<file path="config.mk">
export PLATFORM = sky130hd
export DESIGN_NAME = pipelined_xor_reducer
export DESIGN_NICKNAME = d
export VERILOG_FILES = /design/src/rtl/pipelined_xor_reducer.sv
export SDC_FILE = /design/constraint.sdc
export NUM_CORES = 1
export LEC_CHECK = 0
export ABC_AREA = 1
export CORE_MARGIN = 8
export CORE_UTILIZATION = 45
export CTS_CLUSTER_SIZE = 28
export DETAILED_ROUTE_END_ITERATION = 12
export GPL_ROUTABILITY_DRIVEN = 0
export GPL_TIMING_DRIVEN = 0
export PLACE_DENSITY = 0.74
export SLEW_MARGIN = 20
export SYNTH_ARGS = -nofsm -noshare
export SYNTH_HDL_FRONTEND = slang
export SYNTH_SLANG_ARGS = --single-unit
</file>
<file path="constraint.sdc">
create_clock -name clk -period 1.29 [get_ports clk]
set_clock_uncertainty 0.2 [all_clocks]
set_input_delay 0.258 -clock clk [delete_from_list [all_inputs] [get_ports clk]]
set_output_delay 0.258 -clock clk [all_outputs]
set_load 0.02 [all_outputs]
</file>
<file path="src/rtl/pipelined_xor_reducer.sv">
// Pipelined XOR-reduction (parity) engine: a balanced xor tree registered every LEVELS_PER_STAGE
// levels, with a global valid/ready stall and optional parity accumulation across multi-beat packets.
module pipelined_xor_reducer #(
  parameter int WIDTH            = 32,
  parameter int LEVELS_PER_STAGE = 2,
  parameter bit INVERT           = 1'b0
) (
  input  logic             clk,
  input  logic             reset,
  input  logic             in_valid,
  output logic             in_ready,
  input  logic [WIDTH-1:0] in_data,
  input  logic             in_acc,
  input  logic             in_last,
  output logic             out_valid,
  input  logic             out_ready,
  output logic             out_data,
  output logic             busy
);

  localparam int LPS     = (LEVELS_PER_STAGE < 1) ? 1 : LEVELS_PER_STAGE;
  localparam int LOG2W   = $clog2(WIDTH);
  localparam int LAT_RAW = (LOG2W + LPS - 1) / LPS;
  localparam int LATENCY = (LAT_RAW < 1) ? 1 : LAT_RAW;
  localparam int GROUP   = 1 << LPS;

  // Bit offset of stage k inside the packed vector that holds every stage's partial result.
  function automatic int stage_off(input int k);
    int s;
    s = 0;
    for (int i = 0; i < k; i++) s += WIDTH >> (i * LPS);
    return s;
  endfunction

  localparam int TOTAL    = stage_off(LATENCY);
  localparam int LAST_OFF = stage_off(LATENCY - 1);
  localparam int LAST_W   = WIDTH >> ((LATENCY - 1) * LPS);

  if (WIDTH < 2 || (WIDTH & (WIDTH - 1)) != 0) begin : g_bad_width
    $error("pipelined_xor_reducer: WIDTH must be a power of two >= 2");
  end
  if (LEVELS_PER_STAGE < 1) begin : g_bad_levels
    $error("pipelined_xor_reducer: LEVELS_PER_STAGE must be >= 1");
  end

  logic [LATENCY-1:0] stg_valid_q, stg_valid_d;
  logic [LATENCY-1:0] stg_acc_q,   stg_acc_d;
  logic [LATENCY-1:0] stg_last_q,  stg_last_d;
  logic [TOTAL-1:0]   stg_data_q,  stg_data_d;
  logic               out_valid_q, out_valid_d;
  logic               out_data_q,  out_data_d;
  logic               acc_q,       acc_d;
  logic               acc_pend_q,  acc_pend_d;
  logic               advance;
  logic               final_r;

  assign advance  = !out_valid_q || out_ready;
  assign in_ready = advance;

  // Stage 0 registers the raw beat; each later stage folds GROUP-bit groups of the previous one.
  assign stg_data_d[WIDTH-1:0] = in_data;
  for (genvar k = 1; k < LATENCY; k++) begin : g_stage
    localparam int SW  = WIDTH >> (k * LPS);
    localparam int CUR = stage_off(k);
    localparam int PRV = stage_off(k - 1);
    for (genvar j = 0; j < SW; j++) begin : g_bit
      assign stg_data_d[CUR + j] = ^stg_data_q[PRV + j*GROUP +: GROUP];
    end
  end

  assign final_r = ^stg_data_q[LAST_OFF +: LAST_W];

  always_comb begin
    // NOTE: every combinational output gets a default first so no path can infer a latch.
    stg_valid_d = stg_valid_q;
    stg_acc_d   = stg_acc_q;
    stg_last_d  = stg_last_q;
    out_valid_d = out_valid_q;
    out_data_d  = out_data_q;
    acc_d       = acc_q;
    acc_pend_d  = acc_pend_q;
    if (advance) begin
      stg_valid_d[0] = in_valid;
      stg_acc_d[0]   = in_acc;
      stg_last_d[0]  = in_last;
      for (int k = 1; k < LATENCY; k++) begin
        stg_valid_d[k] = stg_valid_q[k-1];
        stg_acc_d[k]   = stg_acc_q[k-1];
        stg_last_d[k]  = stg_last_q[k-1];
      end
      // Output either handshook or was empty; it only stays valid if a new result lands now.
      out_valid_d = 1'b0;
      if (stg_valid_q[LATENCY-1]) begin
        if (!stg_acc_q[LATENCY-1]) begin
          out_valid_d = 1'b1;
          out_data_d  = final_r ^ INVERT;
        end else if (!stg_last_q[LATENCY-1]) begin
          acc_d      = acc_q ^ final_r;
          acc_pend_d = 1'b1;
        end else begin
          out_valid_d = 1'b1;
          out_data_d  = acc_q ^ final_r ^ INVERT;
          acc_d       = 1'b0;
          acc_pend_d  = 1'b0;
        end
      end
    end
  end

  // NOTE: state registers use non-blocking assignments so all flops update from pre-edge values.
  always_ff @(posedge clk or posedge reset) begin
    if (reset) begin
      stg_valid_q <= '0;
      stg_acc_q   <= '0;
      stg_last_q  <= '0;
      out_valid_q <= 1'b0;
      out_data_q  <= 1'b0;
      acc_q       <= 1'b0;
      acc_pend_q  <= 1'b0;
    end else begin
      stg_valid_q <= stg_valid_d;
      stg_acc_q   <= stg_acc_d;
      stg_last_q  <= stg_last_d;
      out_valid_q <= out_valid_d;
      out_data_q  <= out_data_d;
      acc_q       <= acc_d;
      acc_pend_q  <= acc_pend_d;
    end
  end

  // NOTE: the tree datapath is left unreset; its contents are only observed behind a valid bit.
  always_ff @(posedge clk) begin
    if (advance) stg_data_q <= stg_data_d;
  end

  assign out_valid = out_valid_q;
  assign out_data  = out_data_q;
  assign busy      = (|stg_valid_q) | out_valid_q | acc_pend_q;

endmodule
</file>
==> results.cfg <==
[global_route]
gr-usage-met1 = 0.127
met2_usage = 0.194
grt_usage = 0.114
grt_pass1_wl_um = 6390
met3_usage = 0.0400
antenna_found_initial = 0
busiest_layer = met2
first_global_vias = 1352
grt_max_degree = 18
overflow = 0

[yosys]
syn-cell-area_um2 = 2130
syn_nets = 184
yosysTopAreaCell = edfxtp_1
yosysWarnings = 0
syn_inst = 146
synth_top_area_share = 0.593
ys_seq_area_frac = 0.746
synth.avg_cell_area_um2 = 14.6
synthTopCellsByArea = edfxtp_1 59%, dfrtp_1 15%, xnor2_1 8.2%
synth_cell_types = 17
ys_ff_latch = 55

[floorplan]
initial_core_util = 0.459
die_h_um = 84.7
rows = 25
ios = 42
dieArea_um2 = 7180
die_w_um = 84.7
core-area_um2 = 4630

[cells_and_area]
mostFrequentLayoutCells = 42 x edfxtp_1, 36 x clkdlybuf4s50_1, 20 x xnor2_1
seqCellArea_um2 = 1590
fill_cells = 330
post-route-util = 0.668
areaGrowthSynthToFinish_pct = 45.5
layoutNonFillerInstCount = 263
mostFrequentLayoutCell = edfxtp_1
num-nets-final = 246
drive_above_1_share = 0.273
num_antenna_cells = 0
multi_input_area_um2 = 587

[sta]
worst_pin_slew_ns = 0.507
period_needed_ns = 1.57
drv_slew = 0
setup_viol = 53
post-route-period-util = 1.21
timing.final.ws_setup_ns = -0.276
hold_viol_final = 0
finalSetupTns_ns = -9.10
timing.slew.headroom = 0.661
rsz0062_at_grt = yes
max_freq_mhz = 639

[route]
vias_per_cell = 4.67
dr_total_vias = 1229
antenna_left = 0
routedWlPerCell_um = 15.0
first_pass_iters = 4
wl_um = 3950
route.detailed.drc = 0
first_iter_violations = 32

[worst_setup_path]
crit_required_ns = 0.83
path_max_fanout = 3
critPathBufInv = 2
cp.depth = 3
slowest_stage = dfrtp_2
criticalPathCategory = reg -> out
critPathCaptureType = output port
worstPathArrival_ns = 1.11
max_stage_delay_ns = 0.46
path_cells = nand2_4, buf_16, buf_8
reg2regPathDepth = 5
crit_path_start_kind = register
crit_family = flip-flops

[placement]
io_buffers = 41
placedCellCount = 241
pre_cts_slack_ns = -1.02
place_hpwl_um = 2400

[clocking]
insertion_delay_ns = 0.30
clkTransAtPathRegs_ns = 0.10
cts-buffers-inserted = 5
clock_sinks = 55
cts_buffer_depth = 2
cts_tree = done
cts-root-buf = clkbuf_8
htree_levels = 2
cts_hold_buf = 0

[hold_path]
min_path_type = in -> async

[job]
cap_violations = 0

[status]
violations = setup timing
status = finished with violations

[power]
power_density_nw_per_um2 = 2040
ir_worst_vdd_mv = 1.06
p_leak_nw = 1.27
==> logic make-up (layout without fill, tap and decap cells) <==
group / Yosys count / in the layout / share of synthesized area
buffers and inverters: 9 / 72 / 0.0194
XOR/XNOR: 30 / 30 / 0.124
AO/OA/AOI/OAI: 4 / 4 / 0.0129
AND/OR/NAND/NOR: 48 / 48 / 0.0977
flip-flops: 55 / 55 / 0.746
==> registers in the layout, summed over array words and instances, names as in the netlist <==
signal / count
stg_last_q: 3
acc_q: 1
out_valid: 1
acc_pend_q: 1
stg_valid_q: 3
stg_data_q: 42
stg_acc_q: 3
out_data: 1
==> repair_timing <==
action	in CTS	in global routing
gates resized for setup	52	31
endpoints found under the setup margin	52	59
pin swaps	7	7
cloned	4	1
buffers inserted	8	5
==> path summary, 6_finish.rpt <==
check	from	to	slack (ns)
max	out_valid	in_ready	-0.28
min	reset	stg_acc_q[1]	0.10
max reg2reg	out_valid	stg_data_q[28]	-0.22
min reg2reg	acc_pend_q	acc_pend_q	0.32
max in group asynchronous	reset	out_valid	0.43
min in group clk	in_last	stg_last_q[0]	0.30
==> through the flow <==
stage          area, um2  power, mW  hold slack (ns)
5_1_grt             3090       6.65            0.147
3_5_place_dp        2610       4.44            0.264
3_3_place_gp        2610       4.35            0.259
6_report            3090       6.30            0.101
4_1_cts             2990       6.10            0.113
2_1_floorplan       2140       3.99          -0.0651
==> area by class of cell <==
type / instances / area share
Sequential cell: 55 / 0.513
Timing Repair Buffer: 55 / 0.215
Multi-Input combinational cell: 82 / 0.190
Clock buffer: 5 / 0.0222
Tap cell: 54 / 0.0218
Inverter: 8 / 0.0150
Clock inverter: 3 / 0.0138
Buffer: 1 / 0.00890
==> cell usage after synthesis <==
cell      count
nand2_1      36
o21ai_0       1
nand3_1       3
xnor2_1      20
buf_6         1
edfxtp_1     42
nand2_2       1
nor2_1        4
nand2_4       1
xor2_1       10
inv_1         6
inv_2         2
nor3_1        1
nand3_2       2
o21ai_2       2
o21ai_1       1
dfrtp_1      13
==> metal layers <==
| layer | routed length, um | share of wire |
|---|---|---|
| met4 | 37 | 0.0094 |
| met2 | 2080 | 0.53 |
| met5 | 0 | 0 |
| met1 | 1590 | 0.40 |
| met3 | 237 | 0.060 |
==> power breakdown <==
group,internal (mW),switching (mW),total (mW)
sequential,2.61,0.385,3.00
combinational,1.22,0.956,2.17
clock,0.580,0.555,1.13
total,4.41,1.90,6.30
Note: power is estimated with default switching activity, not from simulation.
